**src/rtl/dt_stat_scan.sv**
```systemverilog
// Scans the distance-transform result RAM; reports max distance/address, foreground and threshold counts.
// Latency: one read per cycle, done two edges after the last address is driven. No backpressure.
// Build option BORDER_SKIP_EN: read interior pixels only, skipping the one-pixel border.
module dt_stat_scan #(
  parameter int          IMG_W  = 128,
  parameter int          ADDR_W = 14,
  parameter logic [7:0]  THRESH = 8'd4
) (
  input  logic              clk,
  input  logic              reset,
  input  logic              start,
  output logic              res_rd,
  output logic [ADDR_W-1:0] res_addr,
  input  logic [7:0]        res_di,
  output logic              busy,
  output logic              done,
  output logic [7:0]        max_val,
  output logic [ADDR_W-1:0] max_addr,
  output logic [ADDR_W:0]   fg_cnt,
  output logic [ADDR_W:0]   thr_cnt
);

  typedef enum logic [1:0] {S_IDLE, S_SCAN, S_FLUSH, S_DONE} state_t;

`ifdef BORDER_SKIP_EN
  localparam int XW = $clog2(IMG_W);
  localparam logic [ADDR_W-1:0] FIRST_ADDR = ADDR_W'(IMG_W + 1);
  localparam logic [ADDR_W-1:0] LAST_ADDR  = ADDR_W'((IMG_W - 1) * IMG_W - 2);
`else
  localparam logic [ADDR_W-1:0] FIRST_ADDR = '0;
  localparam logic [ADDR_W-1:0] LAST_ADDR  = ADDR_W'(IMG_W * IMG_W - 1);
`endif
  localparam logic [ADDR_W:0] CNT_ONE = (ADDR_W+1)'(1);

  state_t            state, state_nxt;
  logic              start_acc;
  logic [ADDR_W-1:0] addr_step;
  logic              samp_vld;
  logic [ADDR_W-1:0] samp_addr;
  logic [7:0]        samp_dat;

  always_ff @(posedge clk) begin
    if (!reset) state <= S_IDLE;
    else        state <= state_nxt;
  end

  always_comb begin
    state_nxt = state;
    start_acc = 1'b0;
    res_rd    = 1'b0;
    busy      = 1'b0;
    done      = 1'b0;
    case (state)
      S_IDLE, S_DONE: begin
        done      = (state == S_DONE);
        start_acc = start;
        if (start) state_nxt = S_SCAN;
      end
      S_SCAN: begin
        res_rd = 1'b1;
        busy   = 1'b1;
        if (res_addr == LAST_ADDR) state_nxt = S_FLUSH;
      end
      S_FLUSH: begin
        busy      = 1'b1;
        state_nxt = S_DONE;
      end
      default: state_nxt = S_IDLE;
    endcase
  end

  // Jump over the right border column and the left border column of the next row.
  always_comb begin
    addr_step = ADDR_W'(1);
`ifdef BORDER_SKIP_EN
    if (res_addr[XW-1:0] == XW'(IMG_W - 2)) addr_step = ADDR_W'(3);
`endif
  end

  always_ff @(posedge clk) begin
    if (!reset) begin
      res_addr  <= '0;
      samp_vld  <= 1'b0;
      samp_addr <= '0;
      samp_dat  <= '0;
      max_val   <= '0;
      max_addr  <= '0;
      fg_cnt    <= '0;
      thr_cnt   <= '0;
    end else if (start_acc) begin
      res_addr  <= FIRST_ADDR;
      samp_vld  <= 1'b0;
      max_val   <= '0;
      max_addr  <= '0;
      fg_cnt    <= '0;
      thr_cnt   <= '0;
    end else begin
      if (state == S_SCAN && res_addr != LAST_ADDR) res_addr <= res_addr + addr_step;
      samp_vld  <= (state == S_SCAN);
      samp_addr <= res_addr;
      samp_dat  <= res_di;
      // Strict compare keeps the lowest address on ties.
      if (samp_vld) begin
        if (samp_dat > max_val) begin
          max_val  <= samp_dat;
          max_addr <= samp_addr;
        end
        if (samp_dat != 8'd0)   fg_cnt  <= fg_cnt + CNT_ONE;
        if (samp_dat >= THRESH) thr_cnt <= thr_cnt + CNT_ONE;
      end
    end
  end

endmodule

```
**config.mk**
```make
export PLATFORM = sky130hd
export DESIGN_NAME = dt_stat_scan
export DESIGN_NICKNAME = d
export VERILOG_FILES = /design/src/rtl/dt_stat_scan.sv
export SDC_FILE = /design/constraint.sdc
export NUM_CORES = 1
export LEC_CHECK = 0
export CAP_MARGIN = 20
export CORE_MARGIN = 1
export CORE_UTILIZATION = 40
export CTS_CLUSTER_DIAMETER = 60
export DETAILED_ROUTE_END_ITERATION = 7
export GPL_TIMING_DRIVEN = 0
export PLACE_DENSITY_LB_ADDON = 0.2
export SETUP_SLACK_MARGIN = 0.5
export SLEW_MARGIN = 20
export SYNTH_ARGS = -nofsm -noshare
export SYNTH_HDL_FRONTEND = slang
export SYNTH_SLANG_ARGS = --single-unit
```
**constraint.sdc**
```tcl
create_clock -name clk -period 5.42 [get_ports clk]
set_clock_uncertainty 0.05 [all_clocks]
set_input_delay 0.542 -clock clk [delete_from_list [all_inputs] [get_ports clk]]
set_output_delay 0.542 -clock clk [all_outputs]
set_load 0.01 [all_outputs]
```
==> qor.txt <==
status: complete, no violations
Congestion Overflow GR: 0
longest individual stage delay on the worst path: 530 ps
Unique masters post-synth: 39
vias: 3553
most frequent cell after synthesis: dfxtp_1
diodes inserted: 0
first-pass GRT wire length: 15370 um
GRT Total Usage: 18.82%
cell count after synthesis: 471
mux share of post-synthesis cell area: 0.2506%
port buffer count: 79
asr flop ratio synth: 0%
complex-gate fraction of the synthesized area: 13.22%
I/O pins: 80
CP max-delay cell: clkdlybuf4s50_1
yosys warns: 0
initial antenna violation count: 0
row cnt: 36
Routed WL per cell: 13.47 um
Clk Latency, worst-skew pair: 360 ps
largest net degree at the start of global routing: 16
Post-synth top cells: dfxtp_1, nand2_1, nor2_1, nand3_1, a21oi_1
Filler cells: 942
footprint of the multi-input gates: 2019 um2
share of the synthesized area in the top cell type: 45.61%
Final GP Congestion: 0.8703
fin. max-slew vios: 0
Avg Synthesized Cell Area: 8.479 um2
core box area: 9729 um2
crit path cell chain: inv_1, ha_1, inv_1, clkdlybuf4s50_1
Die W: 101.9 um
Reg clk slew, reported paths: 90 ps
die height: 101.9 um
share of cells above drive strength 1: 4.240%
Setup Buffers After CTS: 0
Finish-stage setup viols: 0
cts bufs inserted: 9
setup TNS: 0 ps
crit path time final: 2304 ps
Iteration-0 DRC Markers: 184
pwr/cell area: 317.4 nW/um2
maximum vdd drop: 0.2143 mV
Yosys reg bits: 91
RSZ-0062 raised after global routing: false
post_cts resized: 0
Root Driver: clkbuf_8
Mapped Area: 3994 um2
Worst setup EP type: output port
Max-Cap Viols: 0
Slew HR: 64.97%
antenna-violating nets left: 0
WL final: 9413 um
fin crit share: 42.52%
CP Max Fanout: 5
post-synthesis simple-gate area fraction: 24.15%
Synth Area in Adders: 4.386%
Worst-Margin Slew: 525.4 ps
die area: 10390 um2
H-tree depth: 3
leakage: 1.776 nW
final core occ: 53.10%
Max Root-Sink Buffers: 2
post-synthesis sequential area ratio: 45.61%
most frequent CP cell: inv_1
CP Class: reg -> out
DRC viols: 0
Final Total Pwr: 1.640 mW
Crit path required time: 4830 ps
Max Clock Freq: 0.4340 GHz
synth-to-layout area growth: 29.35%
vias in the first global route: 3311
synth top area cells: dfxtp_1, xor2_1, nand2_1
Pre-Repair DR Iteration Count: 4
Post-synth EDFFs: 0
HPWL Detailed: 7054 um
largest family of logic cells by synthesized area: simple AND/OR/NAND/NOR gates
vias per cell: 5.083
R2R Setup Slk: 3120 ps
cts hold-fix bufs: 0
Yosys top cell by area: dfxtp_1
register area: 1822 um2
TritonCTS clock tree: yes
CTS sink count: 91
syn_nets: 496
top_reg_cell synth: dfxtp_1
Final Hold Violating Endpoints: 0
xor/xnor share of the synthesized area: 8.553%
initial core utilization: 41.05%
critical path arrival: 1710 ps
fin nets: 586
Critical Path Source Type: register
Hold Crit Class: reg -> reg
-- cells in the final DEF (no fill, tap or decap), types with 2 or more instances in the layout --
cell type / instances
a21boi_0: 19
a21oi_1: 36
a31oi_1: 2
and2_1: 4
and3_1: 10
and4_1: 6
buf_1: 2
buf_2: 2
bufinv_16: 2
clkbuf_1: 21
clkbuf_8: 9
clkdlybuf4s50_1: 79
clkinv_2: 3
dfxtp_1: 91
ha_1: 14
inv_1: 12
nand2_1: 63
nand3_1: 41
nand4_1: 18
nor2_1: 46
nor4_1: 2
o21a_1: 2
o21ai_0: 23
xnor2_1: 9
xor2_1: 30
-- metal layers --
metal,GRT usage (%),vias up,share of wire (%),routed length [um]
met2,32.22,84,49,4611
met3,2.941,10,3.9,363
li1,-,1795,-,-
met1,23.67,1664,46,4352
met4,7.692,0,0.90,85
met5,0,-,0,0
-- kinds of logic (layout without fill, tap and decap cells) --
| group | count (synthesis) | count (layout) |
|---|---|---|
| mux | 1 | 1 |
| flops | 91 | 91 |
| xor+xnor | 39 | 39 |
| fa+ha+maj | 14 | 14 |
| compound gates | 89 | 89 |
| simple gates | 199 | 199 |
| buf+inv | 38 | 133 |
-- power breakdown --
group / switching [mW] / internal [mW] / total (mW)
Sequential: 0.0370 / 0.698 / 0.735
Clock: 0.243 / 0.259 / 0.502
Combinational: 0.269 / 0.134 / 0.403
-- area by class of cell --
| class | instances | area share, % |
|---|---|---|
| clock buffers | 9 | 2.398 |
| repair buffers | 79 | 15.31 |
| flip-flops and latches | 91 | 35.26 |
| well taps | 133 | 3.221 |
| inverters | 12 | 0.8719 |
| plain buffers | 26 | 2.083 |
| multi-input cells | 342 | 39.09 |
| clock inverters | 7 | 1.768 |
-- critical path: cells and delay by family, from the launching register on --
family,cells,cell delay [ps]
fa+ha+maj,1,340
buf+inv,3,680
flops,1,340
-- registers in the layout, indices dropped and copies added, names as in the netlist --
signal	count
fg_cnt	15
thr_cnt	15
max_addr	14
res_addr	14
samp_addr	14
max_val	8
samp_dat	8
state	2
samp_vld	1
-- final timing paths --
path                                   start      endpoint  cells past startpoint
worst max-delay path                state[1]          busy                      4
worst min-delay path            samp_addr[1]   max_addr[1]                      2
worst max register to register    max_val[5]  max_addr[12]                      8
worst min register to register  samp_addr[1]   max_addr[1]                      2
-- stage by stage --
step	worst slack, ps	std cells	hold WS, ps	cell area (um2)
2_1_floorplan	3415	471	391.2	3994
3_3_place_gp	2815	683	406.1	4951
3_5_place_dp	2785	683	408.3	4951
4_1_cts	3105	699	420.3	5166
5_1_grt	2890	699	432.7	5166
6_report	3116	699	417.1	5166
No activity file was read; power rests on OpenSTA's default activity.
